--- src/rtl/fetch_npc_stage_if.sv ---
// IF-stage bundle between the fetch stage, the ID/hazard logic and the
// combinational instruction memory. The fetch stage uses the slave modport;
// the surrounding pipeline (or a testbench) uses the master modport.
interface fetch_npc_stage_if;
  logic        stall;    // hold PC and IF/ID this cycle
  logic        flush_d;  // clear IF/ID to NOP (only when the flush option is built in)
  logic        cmp_eq;   // ID-stage rs==rt after forwarding
  logic [2:0]  npc_op;   // ID-stage next-PC operation
  logic [25:0] imm26_d;  // instr_d[25:0]
  logic [31:0] jr_addr;  // forwarded rs for jr
  logic [31:0] instr_f;  // IM word at pc_f
  logic [31:0] pc_f;     // fetch address to IM
  logic [31:0] instr_d;  // IF/ID instruction
  logic [31:0] pc_d;     // IF/ID PC
  logic [31:0] pc8_d;    // IF/ID PC+8 link value

  modport master (
    output stall, flush_d, cmp_eq, npc_op, imm26_d, jr_addr, instr_f,
    input  pc_f, instr_d, pc_d, pc8_d
  );

  modport slave (
    input  stall, flush_d, cmp_eq, npc_op, imm26_d, jr_addr, instr_f,
    output pc_f, instr_d, pc_d, pc8_d
  );
endinterface

--- src/rtl/fetch_npc_stage.sv ---
// IF stage of a 5-stage MIPS pipeline: PC register, next-PC selection for
// branches/jumps resolved in ID (one delay slot), and the IF/ID register.
// Optional feature macro: IFID_FLUSH_EN -- when defined, flush_d clears IF/ID
// to NOP; when undefined, flush_d is ignored.
module fetch_npc_stage #(
  parameter logic [31:0] PC_RESET = 32'h0000_3000,
  parameter logic [31:0] NOP_WORD = 32'h0000_0000
) (
  input logic               clk,
  input logic               reset,
  fetch_npc_stage_if.slave  bus
);

  localparam logic [2:0] NPC_SEQ = 3'd0;
  localparam logic [2:0] NPC_BEQ = 3'd1;
  localparam logic [2:0] NPC_BNE = 3'd2;
  localparam logic [2:0] NPC_JMP = 3'd3;
  localparam logic [2:0] NPC_JR  = 3'd4;

`ifdef IFID_FLUSH_EN
  localparam bit FLUSH_EN = 1'b1;
`else
  localparam bit FLUSH_EN = 1'b0;
`endif

  logic [31:0] pc_f_q,    pc_f_d;
  logic [31:0] instr_d_q, instr_d_d;
  logic [31:0] pc_d_q,    pc_d_d;
  logic [31:0] pc8_d_q,   pc8_d_d;

  logic [31:0] seq_pc;
  logic [31:0] br_target;
  logic [31:0] j_target;
  logic [31:0] jr_target;
  logic [31:0] next_pc;
  logic        flush_take;

  // Branch target is relative to the instruction in ID, not the fetch PC;
  // jr silently drops the two low address bits instead of trapping.
  always_comb begin
    seq_pc    = bus.pc_f + 32'd4;
    br_target = pc_d_q + 32'd4 + {{14{bus.imm26_d[15]}}, bus.imm26_d[15:0], 2'b00};
    j_target  = {pc_d_q[31:28], bus.imm26_d, 2'b00};
    jr_target = bus.jr_addr & 32'hFFFF_FFFC;
  end

  // Next-PC select; unused opcodes fall through to sequential fetch.
  always_comb begin
    next_pc = seq_pc;
    case (bus.npc_op)
      NPC_SEQ: next_pc = seq_pc;
      NPC_BEQ: next_pc = bus.cmp_eq  ? br_target : seq_pc;
      NPC_BNE: next_pc = !bus.cmp_eq ? br_target : seq_pc;
      NPC_JMP: next_pc = j_target;
      NPC_JR:  next_pc = jr_target;
      default: next_pc = seq_pc;
    endcase
  end

  // Next-state for PC and IF/ID: stall holds everything, flush only empties
  // IF/ID while fetch keeps advancing (the delay slot itself is never flushed
  // by this logic; squashing is the caller's decision).
  always_comb begin
    flush_take = FLUSH_EN && bus.flush_d;
    pc_f_d     = pc_f_q;
    instr_d_d  = instr_d_q;
    pc_d_d     = pc_d_q;
    pc8_d_d    = pc8_d_q;
    if (!bus.stall) begin
      pc_f_d = next_pc;
      if (flush_take) begin
        instr_d_d = NOP_WORD;
        pc_d_d    = 32'd0;
        pc8_d_d   = 32'd0;
      end else begin
        instr_d_d = bus.instr_f;
        pc_d_d    = pc_f_q;
        pc8_d_d   = pc_f_q + 32'd8;
      end
    end
  end

  // State registers with asynchronous reset to the boot PC and an empty IF/ID.
  always_ff @(posedge clk or posedge reset) begin
    if (reset) begin
      pc_f_q    <= PC_RESET;
      instr_d_q <= NOP_WORD;
      pc_d_q    <= 32'd0;
      pc8_d_q   <= 32'd0;
    end else begin
      pc_f_q    <= pc_f_d;
      instr_d_q <= instr_d_d;
      pc_d_q    <= pc_d_d;
      pc8_d_q   <= pc8_d_d;
    end
  end

  assign bus.pc_f    = pc_f_q;
  assign bus.instr_d = instr_d_q;
  assign bus.pc_d    = pc_d_q;
  assign bus.pc8_d   = pc8_d_q;

endmodule

--- src/flat_wrapper.sv ---
// flat-port wrapper written by rule: the top's interface ports become plain ports
module fetch_npc_stage_flat 
#(
  parameter logic [31:0] PC_RESET = 32'h0000_3000,
  parameter logic [31:0] NOP_WORD = 32'h0000_0000
)
  (clk, reset, bus_stall, bus_flush_d, bus_cmp_eq, bus_npc_op, bus_imm26_d, bus_jr_addr, bus_instr_f, bus_pc_f, bus_instr_d, bus_pc_d, bus_pc8_d);
  fetch_npc_stage_if bus_i ();
  input logic clk;
  input logic reset;
  input wire logic [$bits(bus_i.stall)-1:0] bus_stall;
  input wire logic [$bits(bus_i.flush_d)-1:0] bus_flush_d;
  input wire logic [$bits(bus_i.cmp_eq)-1:0] bus_cmp_eq;
  input wire logic [$bits(bus_i.npc_op)-1:0] bus_npc_op;
  input wire logic [$bits(bus_i.imm26_d)-1:0] bus_imm26_d;
  input wire logic [$bits(bus_i.jr_addr)-1:0] bus_jr_addr;
  input wire logic [$bits(bus_i.instr_f)-1:0] bus_instr_f;
  output wire logic [$bits(bus_i.pc_f)-1:0] bus_pc_f;
  output wire logic [$bits(bus_i.instr_d)-1:0] bus_instr_d;
  output wire logic [$bits(bus_i.pc_d)-1:0] bus_pc_d;
  output wire logic [$bits(bus_i.pc8_d)-1:0] bus_pc8_d;
  assign bus_i.stall = bus_stall;
  assign bus_i.flush_d = bus_flush_d;
  assign bus_i.cmp_eq = bus_cmp_eq;
  assign bus_i.npc_op = bus_npc_op;
  assign bus_i.imm26_d = bus_imm26_d;
  assign bus_i.jr_addr = bus_jr_addr;
  assign bus_i.instr_f = bus_instr_f;
  assign bus_pc_f = bus_i.pc_f;
  assign bus_instr_d = bus_i.instr_d;
  assign bus_pc_d = bus_i.pc_d;
  assign bus_pc8_d = bus_i.pc8_d;
  fetch_npc_stage #(.PC_RESET(PC_RESET), .NOP_WORD(NOP_WORD)) u_core (.clk(clk), .reset(reset), .bus(bus_i));
endmodule
--- config.mk ---
export PLATFORM = sky130hd
export DESIGN_NAME = fetch_npc_stage_flat
export DESIGN_NICKNAME = d
export VERILOG_FILES = /design/src/rtl/fetch_npc_stage_if.sv /design/src/rtl/fetch_npc_stage.sv /design/src/flat_wrapper.sv
export SDC_FILE = /design/constraint.sdc
export NUM_CORES = 1
export LEC_CHECK = 0
export CAP_MARGIN = 30
export CORE_ASPECT_RATIO = 0.5
export CORE_MARGIN = 2
export CORE_UTILIZATION = 53
export CTS_BUF_LIST = sky130_fd_sc_hd__clkbuf_16
export DETAILED_ROUTE_END_ITERATION = 10
export PLACE_DENSITY_LB_ADDON = 0.08
export SLEW_MARGIN = 0
export SYNTH_ARGS = -nofsm -noshare
export SYNTH_HDL_FRONTEND = slang
export SYNTH_SLANG_ARGS = --single-unit
--- constraint.sdc ---
create_clock -name clk -period 8.4 [get_ports clk]
set_input_delay 1.68 -clock clk [delete_from_list [all_inputs] [get_ports clk]]
set_output_delay 1.68 -clock clk [all_outputs]
set_load 0.02 [all_outputs]
**Yosys cells after proc, flatten, opt, wreduce, memory -nomap -nowiden**

Index checks and enable logic that the tools add are counted.

- Add/subtract/negate cells: 4
- $mul: 0
- Div/mod/pow operators: 0
- $lt $le $gt $ge: 0
- Equality and inequality tests: 4
- Shifts and indexed selects: 0
- Multiplexer cells: 3
- Bitwise gates (word level): 0
- Reduce and logical (&&, ||, !) cells: 0

Operators with widths:

| kind | count |
|---|---|
| one-hot mux 32 bit (4 select lines) | 1 |
| adder 32 x 3 -> 32 bit (second input constant) | 2 |
| two-way mux 32 bit | 2 |
| adder 32 bit | 1 |
| adder 32 x 4 -> 32 bit (second input constant) | 1 |
| equality test 3 x 2 -> 1 bit (second input constant) | 2 |
| equality test 3 x 1 -> 1 bit (second input constant) | 1 |
| equality test 3 bit (second input constant) | 1 |

- Register bits: 128
- Bits in latches: 0
- RAM bits: 0
- Memory bits (read-only): 0
- Input bits: 98
- Logic and storage cells: 15
- Memories kept: 0

**Logic depth before layout (Yosys ltp)**

Gate-level depths: netlist of run 1.

- Depth after elaboration: 4
- Gate-level depth with buffers: 15
- Mapped depth without buffers: 15

**Worst setup path before layout of run 1**

OpenSTA, ideal clock, no wires.

- Path type: input-to-reg
- Start: input bus_imm26_d[1]
- End: register u_core.pc_f_q[31] (netlist: u_core.bus.pc_f[31])
- Setup time: 126 ps
- Arrival: 3991 ps
- Data required time: 8274 ps
- Path slack: 4283 ps
- Stages on the path: 13
- Path buffers: 0
- Cell sequence: ha_1 > ha_1 > inv_1 > fa_1 > nand2b_1 > a21oi_2 > o21ai_2 > a21oi_2 > o31ai_4 > o21ai_2 > a221o_2 > a21oi_1 > o32a_1

- Longest elaborated chain between the ends: 3
- Elaborated cells between the ends (all ways): 4
- Classes of those cells: add/sub (1); mux (3)

RTL lines:

| element | line | text |
|---|---|---|
| from (decl) | flat_wrapper.sv:15 | `input wire logic [$bits(bus_i.imm26_d)-1:0] bus_imm26_d;` |
| adder 32 bit * | fetch_npc_stage.sv:42 | `br_target = pc_d_q + 32'd4 + {{14{bus.imm26_d[15]}}, bus.imm26_d[15:0], 2'b00};` |
| two-way mux 32 bit, on equally long branches | fetch_npc_stage.sv:53, fetch_npc_stage.sv:52 |  |
| one-hot mux 32 bit (4 select lines) * | fetch_npc_stage.sv:50 | `case (bus.npc_op)` |
| to (signal assigned) | fetch_npc_stage.sv:91 | `pc_f_q <= pc_f_d;` |
| to (decl) | fetch_npc_stage.sv:26 | `logic [31:0] pc_f_q, pc_f_d;` |

Mark *: on every way between the ends. The rest lies on a longest branch, timed or not.
A chain may end at the register's enable or synchronous reset.

**Final worst setup path of run 1**

- Start: input bus_imm26_d[15]
- End: register u_core.pc_f_q[28] (netlist: u_core.bus.pc_f[28])

The elaborated chain is that of the path after synthesis.

==> summary.txt, run 1 <==
Synth
  • Mean area per synthesized cell: 9.168 µm²
  • Post-synthesis sequential area ratio: between 30% and 40%
  • Arithmetic-cell share of the synthesized area counting full adders, half adders and majority gates: 9.345%
  • Area fraction in and, or, nand and nor cells after synthesis: 13.91%
  • Number of unique standard cell types used by synthesis: 64
  • Mux share of post-synthesis cell area: 7.988%
  • Number of warnings reported in the yosys synthesis log: 0
  • Async set-reset flop share out of synthesis: 100.0%
  • Synthesized area: 8114 µm²
  • Share of the synthesized netlist area taken by xor and xnor gates: 6.045%
  • Net count after synthesis: roughly 1000
  • Post-Synthesis Cells: about 890
  • Seq cells post-synth: 125
  • Number of enable flip-flop cells after synthesis: 0
  • Compound-gate portion of the synthesized area: 20.23%
  • Leading register cell type out of synthesis: dfrtp_1
  • Dominant combinational cell family by area after synthesis: compound AO/OA/AOI/OAI gates

Layout
  • Proportion of layout cells with a drive suffix above 1: 10.43%
  • Sequential cell area: 3131 µm²
  • Area growth from synthesis to final layout: 36.11%
  • Filler Cell Count: 1111
  • Final cell area excluding filler cells: 11040 µm²
  • Area of the multi-input gates: 4669 µm²
  • Final layout net count: between 1000 and 1500
  • Antenna cells: 0

Floorplanning
  • Number of top-level pins: roughly 230
  • Core Area: about 15000 µm²
  • Die height: 91.49 µm
  • Count of standard-cell rows: 31
  • Die extent in x: 179.0 µm
  • Die Footprint: roughly 16000 µm²
  • Initial core utilization: 55.20%

Global routing
  • Pin count of the biggest net entering global routing: around 110
  • Layer carrying the most global-route usage: met2
  • Global-route wire length before repair: between 30 and 40 mm
  • Remaining global-route overflow: 0
  • Via count of the first global-routing pass: 7748
  • Initial antenna violation count: 0
  • Met3 global-route usage: ~8.7%
  • Global-route usage over all layers: between 30 and 40%
  • GR Layer Usage met2: 51.60%
  • Met1 capacity usage during global routing: 39.44%

CTS
  • Clock tree from TritonCTS: done
  • Clock latency of the later-clocked register in the worst-skew pair: 0.43 ns
  • Clk slew on worst S/H paths: 0.06 ns
  • Number of H-tree branching levels: 4
  • Number of clock buffers inserted by TritonCTS: 17
  • Cell chosen for the clock root: clkbuf_16
  • Post-cts sizing count: 0
  • Postcts setup bufs: 0
  • Number of hold buffers added after cts: 0
  • Worst-case clock buffer depth: 2
  • Clock sink count: 125

Setup path
  • Critical path arrival: 5.09 ns
  • Worst setup startpoint: bus_imm26_d[15]
  • Crit start category: primary input
  • Cell type with the highest occurrence count on the critical path: a21o_1
  • Data required time at the worst endpoint: 8.69 ns
  • Slowest stage delay, CP: 0.90 ns
  • Endpoint kind of the worst setup timing path: flop
  • Worst R2R Start: u_core.bus.pc_d[3]
  • Cell Chain, Critical Path: clkdlybuf4s50_1 > ha_1 > ha_1 > a21o_1 > a21o_1 > a21o_1 > o21ai_0 > a21oi_2 > a221oi_1 > o21bai_1 > xnor2_1 > o21ai_0
  • CP Max Fanout: 16
  • Sum of buffers and inverters on the critical path: 1
  • WS Path Type: in2reg
  • Master of the slowest instance on the critical path: clkdlybuf4s50_1
  • Cell family with the largest share of critical-path delay: compound AO/OA/AOI/OAI gates

STA
  • Minimum clock period after layout: just under 5 ns
  • Number of endpoints with negative hold slack in the final report: 0
  • Setup repair after global routing missed its margin: false
  • Total negative slack for setup checks: 0 ns
  • Max-slew violation count: 0
  • Slew HR: 38.19%
  • Peak clock frequency supported by timing: around 210 MHz
  • Portion of the clock cycle consumed by the worst path in the final layout: between 50% and 60%
  • Transition at the pin with the smallest max-transition slack: 0.9271 ns
  • Setup clock skew after layout: 0.007725 ns
  • Total of endpoints with negative setup slack in the final report: 0

Power and ir drop
  • Worst IR drop on VDD: 0.1369 mV
  • Reported leakage power: 4.618 nW
  • Proportion of power drawn by flip-flops and latches: 30.0%
  • Ratio of total power to cell area: 278.1 nW/µm²
  • Clock share of power: 25.1%
  • Switching part of the total power: 40.51%
  • Internal power contribution: 1.827 mW
  • Net Switching: 1.244 mW
  • Relative contribution of combinational cells to total power: 44.9%

Min path
  • Hold WC Path Type: reg2reg
  • Origin of the worst min-delay path: u_core.bus.pc8_d[28]

Placed design
  • Placed Instance Area: 10440 µm²
  • Routability-driven placement congestion ratio: 0.8925
  • Final HPWL from detailed placement: 17.90 mm
  • IO Port Bufs: 222

Routing
  • Vias per cell: 6.009
  • DR iter-0 viols: 675
  • Number of remaining DRC errors: 0
  • Number of iterations in the first detailed-routing pass: 5
  • Average wire per cell in the routed design: 19.15 µm
  • Final antenna-violating net count: 0
  • Via count: 7757
  • Wire length after detailed routing: 24.72 mm

Job
  • Max-cap violations: 0

Run status
  • Run status: complete, no violations
-- stage by stage --
step / hold WS (ns) / util, % / cells / setup slack (ns) / total power [mW]
CTS: 0.4877 / 75.13 / 1291 / 3.591 / 3.067
detailed placement: 0.4723 / 71.02 / 1259 / 3.198 / 2.284
global placement: 0.4708 / 70.83 / 1258 / 3.245 / 2.252
floorplan: 0.5598 / - / 885 / 3.396 / 1.744
finish: 0.4832 / 75.13 / 1291 / 3.596 / 3.071
global route: 0.5067 / 75.13 / 1291 / 3.408 / 3.245
-- routing by layer --
layer / wire (µm) / vias to the layer above / part of all wire, %
met5: 0 / - / 0
met4: 562 / 0 / 2.3
met3: 2313 / 65 / 9.4
met2: 11720 / 365 / 47
met1: 10120 / 3730 / 41
li1: - / 3597 / -
-- path summary, 6_finish.rpt --
path / to / cells past startpoint / slack (ns)
worst max-delay path: u_core.bus.pc_f[28] / 12 / 3.60
worst min-delay path: u_core.bus.pc8_d[28] / 2 / 0.48
worst max register to register: u_core.bus.pc_f[31] / 13 / 5.16
worst min register to register: u_core.bus.pc8_d[28] / 2 / 0.48
max in group asynchronous: u_core.bus.pc_f[13] / 4 / 5.51
min in group asynchronous: u_core.bus.instr_d[20] / 2 / 1.69
-- flip-flops by register name, indices dropped and copies added (netlist names) --
name,flops
u_core.bus.pc_f,32
u_core.bus.instr_d,32
u_core.bus.pc8_d,32
u_core.bus.pc_d,29
-- layout by cell type, fill, tap and decap left out, types with 4 or more instances in the layout --
master	count
nor2_1	55
and3_1	11
inv_6	5
o21ai_0	91
o221ai_1	4
buf_4	7
ha_1	59
clkdlybuf4s50_1	221
inv_1	21
a21oi_1	67
a221oi_1	20
nand2b_1	8
nand2_1	106
a31oi_1	6
xnor2_1	32
a21oi_2	4
a221o_1	5
nand3_1	26
nor3_1	10
nor2b_1	5
and2_1	6
dfrtp_1	123
a22oi_1	7
xor2_1	24
clkbuf_16	17
mux2i_1	4
nand4_1	11
mux2_2	54
a21o_1	14
-- power groups by stage --
stage	clock, mW	combinational [mW]	sequential [mW]
after CTS	0.771	1.38	0.918
final	0.771	1.38	0.921
after global routing	0.801	1.50	0.942
after detailed placement	0	1.36	0.926
after floorplan	0	0.721	1.02
after global placement	0	1.33	0.923
-- final cells by class --
cell class	count	share of cell area [%]
clock buffer	17	3.852
multi-input combinational	683	42.28
inverter	23	0.8044
timing repair buffer	230	20.86
clock inverter	15	1.620
sequential	125	28.34
tap	198	2.243
-- synthesized netlist by cell type, types with 14 or more instances --
cell type	number	share of area [%]
ha_1	59	9.1
mux2_2	54	7.5
a221oi_1	20	2.2
clkbuf_1	31	1.4
a21o_1	14	1.3
nand3_1	26	1.6
nand2_1	106	4.9
inv_1	22	1.0
a21oi_1	67	4.1
nor2_1	56	2.6
xnor2_1	32	3.5
xor2_1	24	2.6
dfrtp_1	123	38
o21ai_0	91	5.6
-- worst min-delay path, stage by stage (launching register included) --
cell     delay [ns]
dfrtp_1        0.34
nand2_1        0.05
o21ai_0        0.06
-- cells by family after synthesis --
kind of cell	Yosys count
DFF	125
adders and majority gates	60
and+or+nand+nor	250
muxes	58
AOI/OAI and AO/OA	259
xor gates and xnor gates	56
buffers and inverters	77
No activity file was read; power rests on OpenSTA's default activity.
==> run 2: changes to the inputs <==
--- a/config.mk
+++ b/config.mk
@@ -8,7 +8,7 @@
 export CAP_MARGIN = 30
 export CORE_ASPECT_RATIO = 0.5
 export CORE_MARGIN = 2
-export CORE_UTILIZATION = 53
+export CORE_UTILIZATION = 49
 export CTS_BUF_LIST = sky130_fd_sc_hd__clkbuf_16
 export DETAILED_ROUTE_END_ITERATION = 10
 export PLACE_DENSITY_LB_ADDON = 0.08
==> constraint.sdc (replaced) <==
create_clock -name clk -period 4.8 [get_ports clk]
set_input_delay 0.96 -clock clk [delete_from_list [all_inputs] [get_ports clk]]
set_output_delay 0.96 -clock clk [all_outputs]
set_load 0.02 [all_outputs]
==> summary.txt, run 2 (synthesized netlist as in run 1, its figures left out) <==
Run status
  • Run status: complete, no violations

CTS
  • Cell chosen for the clock root: clkbuf_16
  • Worst-case clock buffer depth: 2
  • Clk slew on worst S/H paths: 0.06 ns
  • Clock tree from TritonCTS: done
  • Number of hold buffers added after cts: 0
  • Clock sink count: 125
  • Postcts setup bufs: 0
  • Number of H-tree branching levels: 4
  • Clock latency of the later-clocked register in the worst-skew pair: 0.42 ns
  • Post-cts sizing count: 0
  • Number of clock buffers inserted by TritonCTS: 17

Floorplanning
  • Core Area: 16270 µm²
  • Die extent in x: 186.0 µm
  • Number of top-level pins: approximately 230
  • Die height: ~95 µm
  • Count of standard-cell rows: 33
  • Initial core utilization: 49.88%
  • Die Footprint: 17670 µm²

Layout
  • Final layout net count: 1241
  • Area growth from synthesis to final layout: 36.52%
  • Antenna cells: 0
  • Area of the multi-input gates: 4669 µm²
  • Proportion of layout cells with a drive suffix above 1: 10.68%
  • Final cell area excluding filler cells: 11080 µm²
  • Leading cell type in the layout, fill and taps excluded: clkdlybuf4s50_1
  • Highest-count cells in the layout ignoring fill and taps: 221 x clkdlybuf4s50_1, 123 x dfrtp_1, 106 x nand2_1, 91 x o21ai_0, 67 x a21oi_1
  • Filler Cell Count: 1397
  • Final std cells w/o fill: about 1300
  • Sequential cell area: 3131 µm²

Placed design
  • IO Port Bufs: 222
  • Placed Instance Area: 10480 µm²
  • Final HPWL from detailed placement: 18.39 mm
  • Post-Place Cells: around 1300
  • Routability-driven placement congestion ratio: 0.8717

Routing
  • Number of iterations in the first detailed-routing pass: 5
  • Vias per cell: 5.781
  • Via count: around 7600
  • Final antenna-violating net count: 0
  • Wire length after detailed routing: 24.93 mm
  • Number of remaining DRC errors: 0
  • DR iter-0 viols: 568
  • Average wire per cell in the routed design: about 19 µm

Setup path
  • R2R cell count: 10
  • Master of the slowest instance on the critical path: clkdlybuf4s50_1
  • Sum of buffers and inverters on the critical path: 1
  • CP Max Fanout: 5
  • WS Path Type: in2reg
  • Slowest stage delay, CP: 0.51 ns
  • Cell family with the largest share of critical-path delay: compound AO/OA/AOI/OAI gates
  • Crit start category: primary input
  • Number of stages on the worst setup path: 11
  • Cell Chain, Critical Path: clkdlybuf4s50_1 > ha_1 > ha_1 > a21o_1 > a21oi_1 > a21oi_1 > o211ai_1 > a41oi_1 > a311oi_1 > nor3_1 > o221a_2
  • Endpoint kind of the worst setup timing path: flop
  • Data required time at the worst endpoint: 5.11 ns
  • Critical path arrival: ~4.1 ns

STA
  • Peak clock frequency supported by timing: between 200 and 300 MHz
  • Total of endpoints with negative setup slack in the final report: 0
  • Portion of the clock cycle consumed by the worst path in the final layout: 78.75%
  • Number of endpoints with negative hold slack in the final report: 0
  • Total negative slack for setup checks: 0 ns
  • Minimum clock period after layout: 3.780 ns
  • Slew HR: roughly half
  • Worst hold-check slack: 0.4817 ns
  • Setup clock skew after layout: 0.008084 ns
  • Transition at the pin with the smallest max-transition slack: around 0.77 ns
  • Max-slew violation count: 0
  • Setup repair after global routing missed its margin: false

Global routing
  • Met3 global-route usage: under 10%
  • GR Layer Usage met2: 47.43%
  • Pin count of the biggest net entering global routing: 71
  • Initial antenna violation count: 0
  • Via count of the first global-routing pass: 7453
  • Met1 capacity usage during global routing: 36.50%
  • Layer carrying the most global-route usage: met2
  • Global-route usage over all layers: 28.66%
  • Remaining global-route overflow: 0
  • Global-route wire length before repair: 38.80 mm

Power and ir drop
  • Relative contribution of combinational cells to total power: between 40% and 50%
  • Worst IR drop on VDD: 0.2816 mV
  • Internal power contribution: 3.223 mW
  • Reported leakage power: about 4.6 nW
  • Switching part of the total power: ~40%
  • Clock share of power: 24.9%
  • Net Switching: 2.110 mW
  • Ratio of total power to cell area: roughly 480 nW/µm²
  • Proportion of power drawn by flip-flops and latches: 30.2%

Min path
  • Min-Delay Path Depth: 2
  • Hold WC Path Type: reg2reg

Job
  • Max-cap violations: 0
-- run 2: changes by cell type in the layout (fill, tap and decap cells not counted) --
| cell | delta |
|---|---|
| buf_16 | -1 |
| buf_4 | +4 |
| bufinv_16 | +1 |
| clkinv_2 | +5 |
| clkinvlp_4 | +1 |
| inv_6 | -4 |
| inv_8 | -3 |
-- run 2: per-stage QoR --
stage / setup slack (ns) / power (mW) / utilization (%)
final: 1.020 / 5.334 / 68.09
after detailed placement: 0.6203 / 4.006 / 64.41
after global routing: 0.7767 / 5.658 / 68.09
after floorplan: 0.5157 / 3.052 / -
after CTS: 1.053 / 5.346 / 68.09
after global placement: 0.6288 / 3.958 / 64.41
-- run 2: path summary, 6_finish.rpt --
kind,startpoint,to,slack [ns]
worst max-delay path,bus_imm26_d[4],u_core.bus.pc_f[20],1.02
worst min-delay path,u_core.bus.pc8_d[25],u_core.bus.pc8_d[25],0.48
worst max register to register,u_core.bus.pc_d[6],u_core.bus.pc_f[20],1.62
worst min register to register,u_core.bus.pc8_d[25],u_core.bus.pc8_d[25],0.48
max in group asynchronous,reset,u_core.bus.pc_d[7],2.91
min in group asynchronous,reset,u_core.bus.instr_d[16],1.03
-- run 2: power by group through the flow --
stage	combinational (mW)	sequential, mW	clock, mW
finish	2.39	1.61	1.33
detailed placement	2.38	1.63	0
floorplan	1.26	1.79	0
global placement	2.34	1.62	0
CTS	2.40	1.61	1.34
global route	2.62	1.65	1.39
-- run 2: cell type report --
type / count / area share [%]
multi-input combinational: 683 / 42.16
inverter: 23 / 0.8020
clock buffer: 17 / 3.840
sequential: 125 / 28.26
timing repair buffer: 233 / 20.82
clock inverter: 15 / 1.559
tap: 227 / 2.564
-- run 2: tightest hold or removal path: cells and delay by family, from the launching register on --
kind | cells | cell delay (ns)
flip-flops | 1 | 0.34
AO/OA/AOI/OAI | 1 | 0.06
AND/OR/NAND/NOR | 1 | 0.05
-- run 2: metal layers --
metal,part of all wire [%],routed length [µm]
met1,42,10360
met2,47,11800
met3,9.3,2322
met4,1.8,455
met5,0,0
==> run 3: changes to the inputs <==
==> constraint.sdc (replaced) <==
create_clock -name clk -period 3.8 [get_ports clk]
set_input_delay 0.76 -clock clk [delete_from_list [all_inputs] [get_ports clk]]
set_output_delay 0.76 -clock clk [all_outputs]
set_load 0.02 [all_outputs]
==> summary.txt, run 3 (synthesized netlist as in run 1, its figures left out) <==
Setup path
  • Master of the slowest instance on the critical path: clkdlybuf4s50_1
  • Setup slack on the worst flop-to-flop path: between 0.6 and 0.7 ns
  • Endpoint kind of the worst setup timing path: flop
  • WS Path Type: in2reg
  • Slowest stage delay, CP: 0.48 ns
  • Data required time at the worst endpoint: 4.10 ns
  • Cell type with the highest occurrence count on the critical path: inv_1
  • CP Max Fanout: 4
  • Crit start category: primary input
  • Cell Chain, Critical Path: clkdlybuf4s50_1 > inv_1 > ha_1 > inv_1 > ha_1 > inv_1 > fa_1 > nand2b_1 > a21oi_2 > o21ai_2 > a21oi_2 > o31ai_4 > o21ai_2 > a221o_2 > a21oi_1 > o32a_1
  • Critical path arrival: 3.80 ns

Power and ir drop
  • Internal power contribution: a little over 4 mW
  • Switching part of the total power: 39.29%
  • Reported leakage power: 4.690 nW
  • Worst IR drop on VDD: 0.4416 mV
  • Relative contribution of combinational cells to total power: a little under half
  • Net Switching: 2.637 mW
  • Final total power: 6.711 mW
  • Ratio of total power to cell area: 598.3 nW/µm²
  • Proportion of power drawn by flip-flops and latches: 30.2%
  • Clock share of power: 23.7%

STA
  • Total negative slack for setup checks: 0 ns
  • Setup clock skew after layout: 0.008754 ns
  • Post-route worst setup slack: 0.2977 ns
  • Number of endpoints with negative hold slack in the final report: 0
  • Worst hold-check slack: between 0.4 and 0.5 ns
  • Setup repair after global routing missed its margin: false
  • Minimum clock period after layout: between 3 and 4 ns
  • Total of endpoints with negative setup slack in the final report: 0
  • Portion of the clock cycle consumed by the worst path in the final layout: between 90% and 100%
  • Max-slew violation count: 0
  • Peak clock frequency supported by timing: 285.5 MHz
  • Slew HR: a little over two fifths
  • Transition at the pin with the smallest max-transition slack: 0.8623 ns

Routing
  • Average wire per cell in the routed design: 17.99 µm
  • DR iter-0 viols: 610
  • Via count: around 7700
  • Final antenna-violating net count: 0
  • Number of iterations in the first detailed-routing pass: 7
  • Number of remaining DRC errors: 0
  • Wire length after detailed routing: 24.10 mm
  • Vias per cell: ~5.7

Placed design
  • Post-Place Cells: 1308
  • Pre-CTS setup slack: -0.09245 ns
  • Placed Instance Area: about 11000 µm²
  • Final HPWL from detailed placement: 18.09 mm
  • IO Port Bufs: 222
  • Routability-driven placement congestion ratio: approximately 0.89

CTS
  • Number of hold buffers added after cts: 0
  • Number of clock buffers inserted by TritonCTS: 17
  • Worst-case clock buffer depth: 2
  • Clk slew on worst S/H paths: 0.06 ns
  • Clock tree from TritonCTS: done
  • Number of H-tree branching levels: 4
  • Clock sink count: 125
  • Cell chosen for the clock root: clkbuf_16
  • Post-cts sizing count: 0
  • Postcts setup bufs: 0
  • Clock latency of the later-clocked register in the worst-skew pair: 0.42 ns

Layout
  • Final layout net count: around 1300
  • Final cell area excluding filler cells: 11220 µm²
  • Final std cells w/o fill: 1340
  • Sequential cell area: approximately 3100 µm²
  • Leading cell type in the layout, fill and taps excluded: clkdlybuf4s50_1
  • Share of the core filled with cells in the final layout: 68.95%
  • Proportion of layout cells with a drive suffix above 1: 11.68%
  • Highest-count cells in the layout ignoring fill and taps: 221 x clkdlybuf4s50_1, 123 x dfrtp_1, 106 x nand2_1, 91 x o21ai_0, 67 x a21oi_1
  • Area growth from synthesis to final layout: 38.24%
  • Area of the multi-input gates: roughly 4700 µm²
  • Filler Cell Count: about 1400
  • Antenna cells: 0

Global routing
  • Via count of the first global-routing pass: between 7000 and 8000
  • Pin count of the biggest net entering global routing: 102
  • Global-route usage over all layers: 27.82%
  • Global-route wire length before repair: 38.09 mm
  • Remaining global-route overflow: 0
  • Initial antenna violation count: 1

Floorplanning
  • Die extent in x: roughly 190 µm
  • Die Footprint: 17670 µm²
  • Count of standard-cell rows: 33
  • Die height: 94.99 µm
  • Number of top-level pins: 226
  • Initial core utilization: roughly 50%
  • Core Area: 16270 µm²

Run status
  • Run status: complete, no violations

Job
  • Max-cap violations: 0

Min path
  • Hold WC Path Type: reg2reg
run 3: cell types whose count changed in the layout (fill, tap and decap cells not counted), moves of 3 or more:
cell,previous run,this run
buf_4,11,25
clkinv_2,5,1
buf_12,0,3
clkinv_1,1,4
clkinvlp_4,3,6
run 3: power groups by stage:
stage,clock network [mW],logic [mW],registers (mW)
3_3_place_gp,0,3.04,2.03
3_5_place_dp,0,3.08,2.04
5_1_grt,1.68,3.39,2.07
6_report,1.59,3.09,2.02
4_1_cts,1.61,3.10,2.02
2_1_floorplan,0,1.59,2.26
run 3: path summary, 6_finish.rpt:
| kind | start | to | depth (start not counted) |
|---|---|---|---|
| hold reg to reg | u_core.bus.pc8_d[27] | u_core.bus.pc8_d[27] | 2 |
| max in group asynchronous | reset | u_core.bus.instr_d[2] | 3 |
| setup reg to reg | u_core.bus.pc8_d[2] | u_core.bus.pc_f[31] | 15 |
| hold / removal | u_core.bus.pc8_d[27] | u_core.bus.pc8_d[27] | 2 |
| setup / recovery | bus_imm26_d[0] | u_core.bus.pc_f[31] | 16 |
| min in group asynchronous | reset | u_core.bus.instr_d[17] | 2 |
run 3: final cells by class:
class / count / area share [%]
clock buffers: 17 / 3.793
multi-input cells: 683 / 41.61
clock inverters: 15 / 1.327
repair buffers: 250 / 22.03
inverters: 23 / 0.8031
well taps: 227 / 2.532
flip-flops and latches: 125 / 27.91
run 3: worst max-delay path: cells and delay by family:
| kind | cells | cell delay, ns |
|---|---|---|
| AOI/OAI and AO/OA | 8 | 1.49 |
| adders and majority gates | 3 | 0.72 |
| buffers and inverters | 4 | 0.65 |
| and+or+nand+nor | 1 | 0.18 |
run 3: metal layers:
metal | part of all wire [%] | track usage (%) | vias up
met4 | 1.1 | 5.906 | 2
met5 | 0.046 | 0 | -
met3 | 10 | 9.680 | 29
met1 | 42 | 34.85 | 3689
met2 | 47 | 46.78 | 328
li1 | - | - | 3632
==> RTL change (flow settings as in run 2) <==
The option `IFID_FLUSH_EN` is turned on by a define.
--- a/src/rtl/fetch_npc_stage.sv
+++ b/src/rtl/fetch_npc_stage.sv
@@ -4,2 +4,4 @@
 // to NOP; when undefined, flush_d is ignored.
+`define IFID_FLUSH_EN
+
 module fetch_npc_stage #(
Formal check against the unedited RTL: not equivalent (Yosys sat finds a counterexample within 4 cycles, from zero or initial values and one cycle with reset high).
==> RTL change against run 2 <==
  * Synthesized cell count is 2.0% higher
  * Worst setup slack worse by 0.20 ns
  * Sequential cell count is the same
  * Area after synthesis grew 2.3%
  * Cell count is 0.91% higher
  * Wire length grew 6.9%
  * Largest cell class unchanged
  * Total power is 17% lower
  * Final area rose by 1.7%
  * Critical path type unchanged
==> RTL change: results (changes against run 2) <==
{
  "grt_pass1_vias": {"value": 7700, "change": "+3.3%"},
  "cpPeakStageDelay": {"value": 0.84, "unit": "ns", "change": "+0.33 ns"},
  "cp_max_fo": {"value": 12, "change": "+7"},
  "avgRoutedWirePerCell": {"value": 19.96, "unit": "um", "change": "+5.9%"},
  "gpl.final_weighted_congestion": {"value": 0.9805, "change": "+12%"},
  "worst-slew-pin-transition": {"value": 0.8453, "unit": "ns", "change": "+0.07653 ns"},
  "capturing_instance_or_port_of_the_critical_path": "u_core.bus.pc_f[28]$_DFFE_PP0N_",
  "grt_pass1_wl": {"value": 41660, "unit": "um", "change": "+7.4%"},
  "largest_net_degree_at_the_start_of_global_routing": {"value": 86, "change": "+21%"},
  "route.vias.total": {"value": 8055, "change": "+5.3%"},
  "synth_cell_types": {"value": 72, "change": "+13%"},
  "synth.area.top_cells": "dfrtp_1 (37%), ha_1 (8.9%), a22o_1 (6.5%), a21oi_1 (3.9%), nand2_1 (3.8%)",
  "worst_ir_drop_vdd": {"value": 244.2, "unit": "uV", "change": "-13%"},
  "synthTopCellsByCount": "dfrtp_1 (123), nand2_1 (83), a21oi_1 (65)",
  "finClkSkew": {"value": 0.01321, "unit": "ns", "change": "+0.005130 ns"},
  "reg2reg_capture_point": "u_core.bus.pc_f[24]$_DFFE_PP0N_",
  "nets": {"value": 1253, "change": "+0.97%"},
  "grt_util_all_layers": {"value": 0.2983, "change": "+0.01168"},
  "data_arrival_critical_path": {"value": 4.28, "unit": "ns", "change": "+0.19 ns"},
  "synth.mux.area_fraction": {"value": 0.01342, "change": "-0.06646"},
  "outcome": "finished, final reports clean",
  "yosysSeqAreaShare": {"value": 0.3772, "change": "-0.008609"},
  "power.static_leakage": {"value": 4.894, "unit": "nW", "change": "+5.9%"},
  "syn_nets": {"value": 1061, "change": "+1.7%"},
  "cp-startpoint": "bus_imm26_d[15]",
  "synth-adder-area-share": {"value": 0.09136, "change": "-0.002085"},
  "placement.setup.worst_slack": {"value": 0.4243, "unit": "ns", "change": "-0.1960 ns"},
  "drt_iter0_markers": {"value": 615, "change": "+8.3%"},
  "synth_compound_area_frac": {"value": 0.2622, "change": "+0.05986"},
  "port_buffers": {"value": 223, "change": "+0.45%"}
}
-- RTL change: changes by cell type in the layout (fill, tap and decap cells not counted), moves of 12 or more --
cell	before	now
nand2b_1	8	22
nand2_1	106	83
o21ai_0	91	54
mux2_2	54	1
nor2_1	55	43
o31ai_1	1	15
a22o_1	2	62
-- RTL change: area by class of cell --
type / instances / area share
Clock buffer: 17 / 0.03777
Inverter: 29 / 0.009888
Sequential cell: 125 / 0.2780
Multi-Input combinational cell: 684 / 0.4253
Tap cell: 227 / 0.02522
Timing Repair Buffer: 238 / 0.2120
Clock inverter: 15 / 0.01189
-- RTL change: per-layer routing --
| layer | global-route usage | vias to the layer above | wire (um) |
|---|---|---|---|
| li1 | - | 3753 | - |
| met1 | 0.4136 | 3891 | 12210 |
| met2 | 0.4643 | 362 | 11800 |
| met3 | 0.07546 | 49 | 2147 |
| met4 | 0.08858 | 0 | 479 |
| met5 | 0 | - | 0 |
-- RTL change: power groups by stage --
stage	registers [mW]	clock network, mW	logic (mW)
2_1_floorplan	1.59	0	0.858
6_report	1.49	1.25	1.68
5_1_grt	1.51	1.31	1.82
3_3_place_gp	1.49	0	1.62
3_5_place_dp	1.49	0	1.66
4_1_cts	1.48	1.26	1.67
-- RTL change: stage by stage --
step                      hold slack, ns  cell area (um2)  cells
after detailed placement          0.4767            10700   1303
after global routing              0.5203            11260   1335
after floorplan                   0.5929             8299    903
final                             0.4891            11260   1335
after CTS                         0.4921            11260   1335
after global placement            0.4722            10670   1301
-- RTL change: tightest hold or removal path: cells and delay by family (launching register included) --
| family | cells | cell delay (ns) |
|---|---|---|
| DFF | 1 | 0.34 |
| and+or+nand+nor | 1 | 0.06 |
| AOI/OAI and AO/OA | 1 | 0.05 |
